<file path="config.mk">
export PLATFORM = sky130hd
export DESIGN_NAME = inst_queue
export DESIGN_NICKNAME = d
export VERILOG_FILES = /design/src/rtl/inst_queue.sv
export SDC_FILE = /design/constraint.sdc
export NUM_CORES = 1
export LEC_CHECK = 0
export ABC_CLOCK_PERIOD_IN_PS = 3300
export BUFFER_PORTS_ARGS = -buffer_cell sky130_fd_sc_hd__buf_2
export CAP_MARGIN = 40
export CORE_MARGIN = 10
export CORE_UTILIZATION = 45
export DETAILED_ROUTE_END_ITERATION = 10
export MAX_ROUTING_LAYER = met4
export PLACE_DENSITY = 0.62
export SKIP_CTS_REPAIR_TIMING = 1
export SLEW_MARGIN = 20
export SYNTH_ARGS = -nofsm -noshare
export SYNTH_HDL_FRONTEND = slang
export SYNTH_SLANG_ARGS = --single-unit
</file>
<file path="constraint.sdc">
create_clock -name clk_i -period 3.3 [get_ports clk_i]
set_clock_uncertainty 0.15 [all_clocks]
set_input_delay 0.33 -clock clk_i [delete_from_list [all_inputs] [get_ports clk_i]]
set_output_delay 0.33 -clock clk_i [all_outputs]
set_load 0.03 [all_outputs]
</file>
<file path="src/rtl/inst_queue.sv">
// inst_queue: circular instruction buffer between I-cache response and decode.
// Latency: an entry written at edge N is presented at the head in cycle N+1; no fall-through.
// Backpressure: enq_ready_o = !full, which never depends on deq_ready_i; flush_i drops everything.
//
// Ports:
//   clk_i, rst_i             clock, synchronous active-high reset
//   flush_i                  redirect: discard all buffered entries in one cycle
//   enq_valid_i/enq_ready_o  fetch-side handshake carrying enq_pc_i, enq_inst_i
//   deq_valid_o/deq_ready_i  decode-side handshake carrying deq_pc_o, deq_inst_o
//   count_o                  occupied entries, 0..DEPTH
//   deq_is_ctrl_o            head is JAL/JALR/BRANCH (only when INST_QUEUE_PREDECODE_EN is defined)
//
// Optional feature macro: INST_QUEUE_PREDECODE_EN (per-entry control-flow predecode bit).
module inst_queue #(
    parameter int DEPTH = 4
) (
    input  logic                       clk_i,
    input  logic                       rst_i,
    input  logic                       flush_i,
    input  logic                       enq_valid_i,
    input  logic [31:0]                enq_pc_i,
    input  logic [31:0]                enq_inst_i,
    output logic                       enq_ready_o,
    output logic                       deq_valid_o,
    input  logic                       deq_ready_i,
    output logic [31:0]                deq_pc_o,
    output logic [31:0]                deq_inst_o,
`ifdef INST_QUEUE_PREDECODE_EN
    output logic                       deq_is_ctrl_o,
`endif
    output logic [$clog2(DEPTH):0]     count_o
);

    localparam int AW = $clog2(DEPTH);
    localparam int PW = AW + 1;
    localparam logic [PW-1:0] PTR_ONE = PW'(1);

    typedef struct packed {
        logic [31:0] pc;
        logic [31:0] inst;
`ifdef INST_QUEUE_PREDECODE_EN
        logic        is_ctrl;
`endif
    } entry_t;

    // Storage is deliberately not reset: the pointers alone decide what is visible.
    entry_t mem [DEPTH];

    // Pointers carry an extra wrap bit so full and empty are distinguishable.
    logic [PW-1:0] wr_ptr;
    logic [PW-1:0] rd_ptr;
    logic [AW-1:0] wr_idx;
    logic [AW-1:0] rd_idx;
    logic          empty;
    logic          full;
    logic          enq_fire;
    logic          deq_fire;
    entry_t        head;
    entry_t        wr_entry;

    assign wr_idx = wr_ptr[AW-1:0];
    assign rd_idx = rd_ptr[AW-1:0];
    assign empty  = (wr_ptr == rd_ptr);
    assign full   = (wr_idx == rd_idx) && (wr_ptr[AW] != rd_ptr[AW]);

    assign enq_fire = enq_valid_i && !full && !flush_i;
    assign deq_fire = !empty && deq_ready_i && !flush_i;

`ifdef INST_QUEUE_PREDECODE_EN
    function automatic logic is_ctrl_op(input logic [6:0] opcode);
        logic r;
        r = 1'b0;
        case (opcode)
            7'b1101111,           // JAL
            7'b1100111,           // JALR
            7'b1100011: r = 1'b1; // BRANCH
            default:    r = 1'b0;
        endcase
        return r;
    endfunction
`endif

    always_comb begin
        wr_entry      = '0;
        wr_entry.pc   = enq_pc_i;
        wr_entry.inst = enq_inst_i;
`ifdef INST_QUEUE_PREDECODE_EN
        wr_entry.is_ctrl = is_ctrl_op(enq_inst_i[6:0]);
`endif
    end

    always_ff @(posedge clk_i) begin
        if (enq_fire && !rst_i) begin
            mem[wr_idx] <= wr_entry;
        end
    end

    // Reset beats flush; flush beats any enqueue/dequeue in the same cycle.
    always_ff @(posedge clk_i) begin
        if (rst_i) begin
            wr_ptr <= '0;
            rd_ptr <= '0;
        end else if (flush_i) begin
            rd_ptr <= wr_ptr;
        end else begin
            if (enq_fire) begin
                wr_ptr <= wr_ptr + PTR_ONE;
            end
            if (deq_fire) begin
                rd_ptr <= rd_ptr + PTR_ONE;
            end
        end
    end

    // Head outputs depend only on registered state; zeroed when empty so decode sees a NOP.
    always_comb begin
        head = '0;
        if (!empty) begin
            head = mem[rd_idx];
        end
    end

    assign enq_ready_o = !full;
    assign deq_valid_o = !empty;
    assign deq_pc_o    = head.pc;
    assign deq_inst_o  = head.inst;
`ifdef INST_QUEUE_PREDECODE_EN
    assign deq_is_ctrl_o = head.is_ctrl;
`endif
    // Modulo-2*DEPTH subtraction falls out of the PW-bit width.
    assign count_o = wr_ptr - rd_ptr;

endmodule

</file>
==> impl_metrics.tcl <==
set metrics [dict create \
    vias 5203 \
    critical_path_required_ns 2.82 \
    path_max_fanout 26 \
    rows 55 \
    post-route-period-util_pct 88.32 \
    setup_ws_ns 0.3855 \
    finalSetupViolations 0 \
    worst_r2r_path_depth 7 \
    reg2reg_to "mem[3][33]$_DFFE_PP_" \
    place_hpwl_um 12910 \
    gp_congestion 0.8244 \
    crit_type "reg2out" \
    status "finished clean" \
    portBuffers 137 \
    crit_arrival_ns 2.43 \
    drc_errors 0 \
    cp-startpoint "wr_ptr[0]$_SDFFE_PP0P_" \
    final-hold-violation-count 0 \
    rsz0062_at_grt "no" \
    overflow 0 \
    clockBufferDepth 3 \
    worstSetupEndpoint "deq_inst_o[1]" \
    post-place-cells 883 \
    viasPerCell 5.193 \
    yosysSeqAreaShare_pct 76.67 \
    cp-start-kind "register" \
    period_needed_ns 2.914 \
    grt_start_max_net_pins 65 \
    finalNetCount 770 \
    clk_pin_slew_ns 0.06 \
    synth_ff_type "edfxtp_1" \
    first_pass_iters 4 \
    finalNonFillerCells 1002 \
    gr-usage-all-layers_pct 14.66 \
    power_density_nw_per_um2 611.2 \
    synth.yosys.warnings 0 \
    cts_buffers 28 \
    areaGrowthSynthToFinish_pct 26.26 \
    synth_edf_count 256 \
    clk_latency_ns 0.53 \
    p_leak_nw 4.464 \
    synth_area_um2 10230 \
    antenna_found_initial 0 \
    syn_nets 547 \
    dieHeight_um 170.8 \
    drtIter0Drc 256 \
    timing.fmax_ghz 0.3431 \
    rr_startpoint "wr_ptr[0]$_SDFFE_PP0P_" \
    r2r_slack_ns 0.65 \
    power_mw 7.899 \
    async_flop_share_pct 0 \
    post_synth.cell_area_avg_um2 21.78 \
    die_w_um 170.8 \
    coreArea_um2 22500 \
    die_area_um2 29180 \
    clock-sinks 264 \
    setup_tns_ns 0 \
    relSlewSlack_pct 58.84 \
    ys_ff_latch 264 \
    drtAntennaViolNets 0 \
    peakVddDrop_mv 0.3457 \
    dp_slack_ns 0.6595 \
    ios 138 \
    postSynthCellCount 470 \
    tritoncts "done" \
    drv_slew 0 \
    critPathCaptureType "output pin" \
    hp-class "in2reg" \
    totalWireLength_um 20960 \
    post_drt_wl_per_cell_um 20.91 \
    cap_violations 0 \
    worst_pin_slew_ns 0.6130 \
    start_util_pct 45.48 \
    grt_pass1_wl_um 31880 \
    htree_levels 1 \
    grt_pass1_vias 5443 \
    clock-root-buffer "clkbuf_16" \
    drive_gt1_share_pct 36.50 \
    hp-start "deq_ready_i" \
    synth_cell_types 32 \
]
==> Yosys cell counts (2+ instances only) <==
master     instances  area share [%]
a31oi_1            3            0.18
and2b_1            3            0.22
and3_2             4            0.29
buf_1              3            0.11
buf_2              6            0.29
buf_4              8            0.59
clkbuf_1           5            0.18
dfxtp_1            8             1.6
edfxtp_1         256              75
ha_1               7            0.86
inv_1              8            0.29
mux2_2             2            0.22
mux4_2            64              14
nand2_1            3            0.11
nand3_1            2           0.098
nor2_1             6            0.22
nor2b_1           63             3.9
nor3b_1            2            0.15
o2111ai_1          2            0.17
xnor2_1            3            0.26
==> metal layers <==
metal	global-route usage, %	part of all wire, %	wire length (um)
met4	3.440	1.5	314
met5	-	0	0
met2	23.58	49	10240
met1	18.84	44	9297
met3	3.157	5.3	1102
==> sequential cells by signal, summed over array words and instances (netlist names), named ones only <==
name,flops
mem,256
rd_ptr,3
wr_ptr,3
==> stage by stage <==
step / area [um2] / utilization (%) / hold WS [ns]
global route: 12920 / 57.40 / 0.01262
floorplan: 10230 / - / 0.2789
finish: 12920 / 57.43 / 0.009874
detailed placement: 11390 / 50.63 / 0.4011
global placement: 11390 / 50.63 / 0.3923
CTS: 12270 / 54.51 / -0.1624
==> critical path, cell delays in order (launching register included) <==
cell and delay (ns):
dfxtp_1 0.41, inv_1 0.12, ha_1 0.33, nand2_1 0.18, nor2_4 0.06, buf_4 0.25, nor2b_1 0.29, buf_2 0.26
==> cells in the final DEF, fill, tap and decap left out, drive strengths merged <==
cell type    netlist  final
a2111o             1      1
a2111oi            1      1
a211oi             1      1
a21boi             1      1
a221o              1      1
a31oi              3      3
and2               1      1
and2b              3      3
and3               4      4
buf               18    151
bufinv             0      2
clkbuf             5     32
clkinv             0     17
dfxtp              8      8
diode              0      2
dlygate4sd3        0     65
edfxtp           256    256
fa                 1      1
ha                 7      7
inv                8      9
mux2               2      2
mux4              64     64
nand2              3      3
nand3              2      2
nor2               6      6
nor2b             63     63
nor3b              2      2
nor4b              1      1
o2111ai            2      2
o211a              1      1
o31ai              1      1
xnor2              3      3
xor2               1      1
==> cell families (layout without fill, tap and decap cells) <==
group / after synthesis / after routing / synth area share [%]
other cells: 0 / 2 / 0
fa+ha+maj: 8 / 8 / 1.051
xor+xnor: 4 / 4 / 0.3424
mux: 66 / 66 / 14.30
flops: 264 / 264 / 76.67
buf+inv: 31 / 276 / 1.577
simple gates: 85 / 85 / 5.086
compound gates: 12 / 12 / 0.9659
==> worst min-delay path by stage <==
stage,cells after the start,endpoint
after floorplan,0,mem[0][0]$_DFFE_PP_
after global placement,1,mem[0][44]$_DFFE_PP_
after detailed placement,1,mem[2][15]$_DFFE_PP_
after CTS,1,mem[0][14]$_DFFE_PP_
after global routing,3,register
final,3,register
==> area by class of cell <==
type / instances / area (um2)
clock inverter: 20 / 157.7
tap: 285 / 356.6
antenna: 2 / 5.005
inverter: 8 / 30.03
fill: 1693 / 9580
sequential: 264 / 7855
multi-input combinational: 175 / 2248
timing repair buffer: 216 / 1554
clock buffer: 32 / 715.7
==> power breakdown <==
| group | switching [mW] | total, mW | internal [mW] | leakage, nW |
|---|---|---|---|---|
| combinational | 0.736 | 1.20 | 0.462 | 1.66 |
| clock | 1.21 | 2.93 | 1.71 | 0.428 |
| sequential | 0.0476 | 3.78 | 3.73 | 2.38 |
Power figures use the tool's default switching activity.
